--- src/rtl/sap_microseq_ctrl.sv ---
// Microprogrammed control sequencer for the SAP datapath: two fixed fetch microsteps,
// then execute microwords read from a writable table indexed by {opcode, exec step}.
module sap_microseq_ctrl #(
    parameter int                  OPCODE_W = 4,
    parameter int                  CTRL_W   = 17,
    parameter int                  STEP_W   = 3,
    parameter logic [CTRL_W-1:0]   FETCH0   = 17'h00048,
    parameter logic [CTRL_W-1:0]   FETCH1   = 17'h00112,
    parameter logic [OPCODE_W-1:0] HLT_OP   = 4'hC
) (
    input  logic                       clk,
    input  logic                       rst,
    input  logic [OPCODE_W-1:0]        opcode,
    input  logic [1:0]                 flags,
    input  logic                       step_mode,
    input  logic                       step_go,
    input  logic                       ucode_we,
    input  logic [OPCODE_W+STEP_W-1:0] ucode_addr,
    input  logic [CTRL_W+2:0]          ucode_wdata,
    output logic [CTRL_W-1:0]          ctrl_word,
    output logic [STEP_W:0]            tstate,
    output logic                       halted,
    output logic                       instr_done
);

    localparam int DEPTH = 2 ** (OPCODE_W + STEP_W);

    typedef enum logic [2:0] {
        S_IDLE,
        S_WAIT,
        S_FETCH0,
        S_FETCH1,
        S_EXEC,
        S_HALT
    } state_t;

    state_t              state_q, state_d;
    logic [STEP_W-1:0]   step_q, step_d;
    logic [OPCODE_W-1:0] op_q, op_d;
    logic [CTRL_W-1:0]   ctrl_q, ctrl_d;
    logic [STEP_W:0]     tstate_q, tstate_d;
    logic                halted_q, halted_d;
    logic                end_q, end_d;
    logic [1:0]          cond_q, cond_d;

    logic [CTRL_W+2:0]   ucode_q [DEPTH];
    logic [CTRL_W+2:0]   rd_word;
    logic                cond_ok;
    logic                last_step;

    // The table has no reset so a loaded microprogram survives rst.
    always_ff @(negedge clk) begin
        if (ucode_we) begin
            ucode_q[ucode_addr] <= ucode_wdata;
        end
    end

    always_ff @(negedge clk) begin
        if (rst) begin
            state_q  <= S_IDLE;
            step_q   <= '0;
            op_q     <= '0;
            ctrl_q   <= '0;
            tstate_q <= '0;
            halted_q <= 1'b0;
            end_q    <= 1'b0;
            cond_q   <= '0;
        end else begin
            state_q  <= state_d;
            step_q   <= step_d;
            op_q     <= op_d;
            ctrl_q   <= ctrl_d;
            tstate_q <= tstate_d;
            halted_q <= halted_d;
            end_q    <= end_d;
            cond_q   <= cond_d;
        end
    end

    // END/COND of the active word are held in registers; only the flags are live.
    always_comb begin
        case (cond_q)
            2'b01:   cond_ok = flags[1];
            2'b10:   cond_ok = flags[0];
            default: cond_ok = 1'b1;
        endcase
    end

    assign last_step = end_q | ~cond_ok | (step_q == {STEP_W{1'b1}});

    always_comb begin
        state_d = state_q;
        step_d  = step_q;
        op_d    = op_q;
        case (state_q)
            S_IDLE:   state_d = step_mode ? S_WAIT : S_FETCH0;
            S_WAIT:   if (step_go) state_d = S_FETCH0;
            S_FETCH0: state_d = S_FETCH1;
            S_FETCH1: begin
                op_d    = opcode;
                step_d  = '0;
                state_d = (opcode == HLT_OP) ? S_HALT : S_EXEC;
            end
            S_EXEC: begin
                if (last_step) begin
                    state_d = step_mode ? S_WAIT : S_FETCH0;
                end else begin
                    step_d = step_q + STEP_W'(1);
                end
            end
            S_HALT:   state_d = S_HALT;
            default:  state_d = S_IDLE;
        endcase
    end

    // Reading the word of the step being entered keeps table latency at zero extra cycles.
    assign rd_word = ucode_q[{op_d, step_d}];

    always_comb begin
        ctrl_d   = '0;
        tstate_d = '0;
        halted_d = 1'b0;
        end_d    = 1'b0;
        cond_d   = '0;
        case (state_d)
            S_FETCH0: ctrl_d = FETCH0;
            S_FETCH1: begin
                ctrl_d   = FETCH1;
                tstate_d = (STEP_W + 1)'(1);
            end
            S_EXEC: begin
                ctrl_d   = rd_word[CTRL_W-1:0];
                end_d    = rd_word[CTRL_W+2];
                cond_d   = rd_word[CTRL_W+1:CTRL_W];
                tstate_d = {1'b0, step_d} + (STEP_W + 1)'(2);
            end
            S_HALT:   halted_d = 1'b1;
            default:  ctrl_d = '0;
        endcase
    end

    assign ctrl_word  = ctrl_q;
    assign tstate     = tstate_q;
    assign halted     = halted_q;
    assign instr_done = ((state_q == S_FETCH1) && (opcode == HLT_OP)) ||
                        ((state_q == S_EXEC) && last_step);

endmodule

--- config.mk ---
export PLATFORM = sky130hd
export DESIGN_NAME = sap_microseq_ctrl
export DESIGN_NICKNAME = d
export VERILOG_FILES = /design/src/rtl/sap_microseq_ctrl.sv
export SDC_FILE = /design/constraint.sdc
export NUM_CORES = 2
export LEC_CHECK = 0
export ABC_AREA = 1
export ABC_CLOCK_PERIOD_IN_PS = 2400
export CAP_MARGIN = 20
export CORE_ASPECT_RATIO = 0.75
export CORE_MARGIN = 10
export CORE_UTILIZATION = 50
export CTS_CLUSTER_SIZE = 25
export DETAILED_ROUTE_END_ITERATION = 10
export GPL_ROUTABILITY_DRIVEN = 0
export PLACE_DENSITY = 0.66
export SLEW_MARGIN = 20
export SYNTH_ARGS = -nofsm -noshare
export SYNTH_HDL_FRONTEND = slang
export SYNTH_SLANG_ARGS = --single-unit
--- constraint.sdc ---
create_clock -name clk -period 2.4 [get_ports clk]
set_clock_uncertainty 0.15 [all_clocks]
set_input_delay 0.24 -clock clk [delete_from_list [all_inputs] [get_ports clk]]
set_output_delay 0.24 -clock clk [all_outputs]
set_load 0.01 [all_outputs]
==> After elaboration in Yosys (flattened, before gate mapping) <==
Memory sizes are Yosys's and may differ from the RTL's.
Index checks and enable logic that the tools add are counted.
{ "totals": {"inputBits": 38, "elab_cells": 47, "ram_bits": 2560, "out_inout_bits": 23, "memories": 1, "regBits": 35} }
{ "mem_list": {"columns": ["name", "words", "word_bits", "rd", "rd_clocked_by_memory_dff", "wr", "line", "source"], "rows": [
  ["ucode_q", 128, 20, 1, 0, 1, "46", "logic [CTRL_W+2:0] ucode_q [DEPTH];"]
]} }
{ "op_classes": {"n_eq_ne": 13, "n_addsub": 2, "n_reduce_logical": 5, "bitwise_logic": 4, "muxes": 14} }
{ "ops": {"columns": ["operator", "n"], "rows": [
  ["$pmux W17 S3", 1],
  ["$pmux W3 S6", 1],
  ["$eq A3 B3 Y1 const B", 5],
  ["$eq A3 B2 Y1 const B", 4],
  ["$mux W3", 3],
  ["$pmux W4 S2", 1],
  ["$pmux W3 S2", 1],
  ["$add A3 B2 Y4 const B", 1],
  ["$eq A4 B4 Y1 const B", 1],
  ["$mux W1", 4],
  ["$mux W4", 1],
  ["$add A3 B1 Y3 const B", 1],
  ["$eq A3 B1 Y1 const B", 1],
  ["$logic_not A3 Y1", 1],
  ["$eq A2 B1 Y1 const B", 1],
  ["$eq A2 B2 Y1 const B", 1],
  ["$logic_and A1 B1 Y1", 2],
  ["$mux W2", 1],
  ["$not A1 Y1", 2],
  ["$or A1 B1 Y1", 2],
  ["$pmux W1 S2", 1],
  ["$reduce_or A2 Y1", 1],
  ["$logic_or A1 B1 Y1", 1]
]} }

==> Depth between registers and ports, before layout <==
{ "logic_depth": {"depth_word": 10, "ltp_mapped": 21, "mapped_depth_nobuf": 18} }

==> out/summary.json <==
{
  "status": {"value": "finished, violations left"},
  "violations_in_the_final_reports": {"value": "negative setup slack"},
  "whs_path_depth": {"value": 3},
  "intPower": {"value": 88500, "unit": "uW"},
  "critPathLaunchType": {"value": "flop"},
  "reg2reg_slack": {"value": -1.84, "unit": "ns"},
  "max-vdd-ir-drop": {"value": 1.02, "unit": "mV"},
  "timing.final.crit_share": {"value": 177, "unit": "%"},
  "drt-initial-drc-count": {"value": 15800},
  "reg2reg_to": {"value": "ctrl_word[0]"},
  "dieHeight": {"value": 415, "unit": "um"},
  "clk_root_buffer_cell": {"value": "sky130_fd_sc_hd__clkbuf_16"},
  "globalRouteMet3Util": {"value": 12.5, "unit": "%"},
  "max_slew.worst_pin.slew": {"value": 0.595, "unit": "ns"},
  "cts_htree_levels": {"value": 5},
  "final_hold_violation_count": {"value": 0},
  "fp-row-count": {"value": 144},
  "holdBufCountCts": {"value": 0},
  "syn-cell-area": {"value": 104000, "unit": "um^2"},
  "cp_data_required_time": {"value": 4.25, "unit": "ns"},
  "grt_remaining_overflow": {"value": 0},
  "first_pass_iters": {"value": 9},
  "crit_end_element": {"value": "flop"},
  "clock_tree.buffer_depth": {"value": 4},
  "worst_slew_margin_rel": {"value": 60.2, "unit": "%"},
  "clk_sink_count": {"value": 2595},
  "num_io_pins": {"value": 61},
  "clkTransAtPathRegs": {"value": 0.04, "unit": "ns"},
  "hold_class": {"value": "flop to flop"},
  "postSynthNetCount": {"value": 8640},
  "min_period": {"value": 4.24, "unit": "ns"},
  "num_vias": {"value": 90600},
  "synth_edf_count": {"value": 2560},
  "groute.usage.overall": {"value": 31.9, "unit": "%"},
  "grt_start_max_net_pins": {"value": 73},
  "dp_hpwl": {"value": 201, "unit": "mm"},
  "routed_wire_length_per_instance": {"value": 25.8, "unit": "um"},
  "grt_pass1_vias": {"value": 91600},
  "synth.lib_cells_used.distinct": {"value": 36},
  "synth_to_layout_area_growth": {"value": 40.3, "unit": "%"},
  "crit_type": {"value": "flop to flop"},
  "worst-endpoint-arrival": {"value": 6.09, "unit": "ns"},
  "maxSlewViolCount": {"value": 0},
  "critPathMaxFanout": {"value": 8},
  "power_frac_clock": {"value": 46.5, "unit": "%"},
  "port_buffers": {"value": 60},
  "drt-total-wl": {"value": 391, "unit": "mm"},
  "fin_util": {"value": 70.8, "unit": "%"},
  "synth_seq_area_share": {"value": 74.6, "unit": "%"},
  "reg2reg_from": {"value": "cond_q[0]"},
  "number_of_cells_produced_by_synthesis": {"value": 8597},
  "ys_async_sr_fraction": {"value": 0, "unit": "%"},
  "switching_share": {"value": 33.3, "unit": "%"},
  "floorplan.initialDensity": {"value": 50.5, "unit": "%"},
  "p_leak": {"value": 0.0630, "unit": "uW"},
  "post_route_cells_drive_above_1_share": {"value": 19.5, "unit": "%"},
  "final_critical_path_setup_slack": {"value": -1.84, "unit": "ns"},
  "synth.ff_latch_count": {"value": 2595},
  "grt_use_met2": {"value": 46.1, "unit": "%"},
  "cts_made_buffers": {"value": 266},
  "design.final.nets": {"value": 12200},
  "clk-insertion-delay-late": {"value": 0.93, "unit": "ns"},
  "power_per_cell_area": {"value": 909, "unit": "nW/um^2"},
  "mostFrequentLayoutCell": {"value": "sky130_fd_sc_hd__inv_1"},
  "fp.dieArea": {"value": 227000, "unit": "um^2"},
  "portion_of_total_power_attributed_to_combinational_logic": {"value": 15.4, "unit": "%"},
  "globalRoute.busiestLayer": {"value": "met2"},
  "mostFrequentLayoutCells": {"value": "sky130_fd_sc_hd__inv_1 (2,695), sky130_fd_sc_hd__edfxtp_1 (2,560), sky130_fd_sc_hd__nand2_1 (2,383)"},
  "setup_viol": {"value": 964},
  "antenna_found_initial": {"value": 11},
  "max_clock_freq": {"value": 236, "unit": "MHz"},
  "die_x": {"value": 547, "unit": "um"},
  "max_cap_viol_count": {"value": 0},
  "grtUsageMet1": {"value": 41.3, "unit": "%"},
  "rsz0062_at_grt": {"value": "yes"},
  "hp-start": {"value": "op_q[3]"},
  "total_switching_power": {"value": 44100, "unit": "uW"},
  "min_to": {"value": "op_q[3]"},
  "post_synth.cell_area_avg": {"value": 12.1, "unit": "um^2"},
  "first_pass_grt_wire_length": {"value": 546, "unit": "mm"},
  "hold_slack": {"value": 0.587, "unit": "ns"},
  "viasPerCell": {"value": 5.98},
  "seq_power_share": {"value": 38.0, "unit": "%"},
  "synth_top_flop_cell": {"value": "sky130_fd_sc_hd__edfxtp_1"},
  "floorplan.core_area": {"value": 206000, "unit": "um^2"},
  "timing.reg2reg.worst_path_depth": {"value": 24},
  "ant_nets": {"value": 0},
  "route.detailed.drc": {"value": 0},
  "cts_tree": {"value": "done"},
  "ys.warnings.count": {"value": 0}
}
synthesized netlist by cell type, types with 5 or more instances:
library cell               instances  area (um^2)
sky130_fd_sc_hd__nand2_1        2527         9490
sky130_fd_sc_hd__o21ai_1          49          245
sky130_fd_sc_hd__o22ai_1          54          338
sky130_fd_sc_hd__nor2_1          287         1080
sky130_fd_sc_hd__inv_1            41          154
sky130_fd_sc_hd__ha_1              5         62.6
sky130_fd_sc_hd__nor3_1           10         50.1
sky130_fd_sc_hd__o21ai_0          81          405
sky130_fd_sc_hd__dfxtp_1          35          701
sky130_fd_sc_hd__nand3_1        2282        11400
sky130_fd_sc_hd__o211ai_1         23          173
sky130_fd_sc_hd__buf_4            21          158
sky130_fd_sc_hd__a21oi_1          35          175
sky130_fd_sc_hd__buf_1            70          263
sky130_fd_sc_hd__edfxtp_1       2560        76900
sky130_fd_sc_hd__inv_2             9         33.8
sky130_fd_sc_hd__clkbuf_1        172          646
sky130_fd_sc_hd__buf_2           312         1560
kinds of logic after synthesis:
group	Yosys count	synth area share [%]
simple gates	5120	21.3
flops	2595	74.6
compound gates	249	1.34
buf+inv	628	2.73
fa+ha+maj	5	0.0601
what timing repair did:
action / 4_1_cts / 5_1_grt
resized for setup: 1109 / 315
endpoints found under the setup margin: 2616 / 1197
pin swaps: 210 / 142
buffers inserted: 203 / 95
cloned: 88 / 32
area by class of cell:
cell class / count / area (um^2)
well taps: 2774 / 3470
inverters: 50 / 272
diodes: 2 / 5.00
clock buffers: 278 / 6960
repair buffers: 1301 / 18600
clock inverters: 2772 / 11500
multi-input cells: 5374 / 27500
repair inverters: 1 / 8.76
fillers: 12900 / 60200
flip-flops and latches: 2595 / 77700
power by group through the flow:
stage | Sequential (uW) | Combinational (uW) | Clock (uW)
after CTS | 50500 | 18700 | 60900
final | 50500 | 20500 | 61700
after global routing | 50400 | 21100 | 67500
after floorplan | 51000 | 7310 | 6390
after global placement | 51000 | 14700 | 6390
after detailed placement | 51000 | 14900 | 6390
through the flow:
| stage | cells | worst slack [ns] | setup TNS, ns | area [um^2] | power (uW) |
|---|---|---|---|---|---|
| 6_report | 15100 | -1.84 | -122.47 | 146000 | 133000 |
| 5_1_grt | 15100 | -1.80 | -132.45 | 146000 | 139000 |
| 4_1_cts | 15000 | -1.76 | -71.08 | 143000 | 130000 |
| 3_5_place_dp | 11700 | -3.17 | -3272.78 | 117000 | 72300 |
| 3_3_place_gp | 11700 | -3.16 | -3229.19 | 117000 | 72200 |
| 2_1_floorplan | 8597 | -1.03 | -2158.46 | 104000 | 64700 |
worst max-delay path by stage:
stage / to / slack [ns] / start / cells after the start
final: ctrl_word[0] / -1.84 / cond_q[0] / 24
after global routing: cond_q[0] / -1.80 / cond_q[0] / 23
after CTS: instr_done / -1.76 / cond_q[0] / 7
after detailed placement: ctrl_word[14] / -3.17 / flags[1] / 21
after global placement: ctrl_word[9] / -3.16 / flags[0] / 21
after floorplan: ucode_q[117][0] / -1.03 / ucode_addr[2] / 5
worst max-delay path: stages, from the launching register on:
cell and delay [ns]:
sky130_fd_sc_hd__dfxtp_4 0.41, sky130_fd_sc_hd__buf_4 0.15, sky130_fd_sc_hd__ha_4 0.13, sky130_fd_sc_hd__nand2_1 0.05, sky130_fd_sc_hd__nand3b_1 0.33, sky130_fd_sc_hd__buf_12 0.17
sky130_fd_sc_hd__buf_4 0.14, sky130_fd_sc_hd__nand3_4 0.11, sky130_fd_sc_hd__nand2_4 0.15, sky130_fd_sc_hd__nand2_8 0.17, sky130_fd_sc_hd__clkinv_16 0.16, sky130_fd_sc_hd__buf_16 0.22
sky130_fd_sc_hd__buf_16 0.17, sky130_fd_sc_hd__buf_4 0.14, sky130_fd_sc_hd__buf_12 0.11, sky130_fd_sc_hd__nand2_1 0.07, sky130_fd_sc_hd__nand3_2 0.08, sky130_fd_sc_hd__nand3_1 0.11
sky130_fd_sc_hd__nand3_1 0.11, sky130_fd_sc_hd__nand2_1 0.06, sky130_fd_sc_hd__nand2_1 0.08, sky130_fd_sc_hd__nand2_2 0.08, sky130_fd_sc_hd__o211ai_1 0.38, sky130_fd_sc_hd__nand2_2 0.25
sky130_fd_sc_hd__nor2_1 0.14
layer usage:
metal | up-vias | part of all wire, %
li1 | 38000 | -
met1 | 42700 | 34
met2 | 8378 | 44
met3 | 1425 | 17
met4 | 10 | 5.4
met5 | - | 0.018
flip-flops by register name, indices dropped and copies added (netlist names):
signal / count
ucode_q: 2560
ctrl_word: 17
op_q: 4
tstate: 4
state_q: 3
step_q: 3
cond_q: 2
end_q: 1
halted: 1
Power figures use the tool's default switching activity.
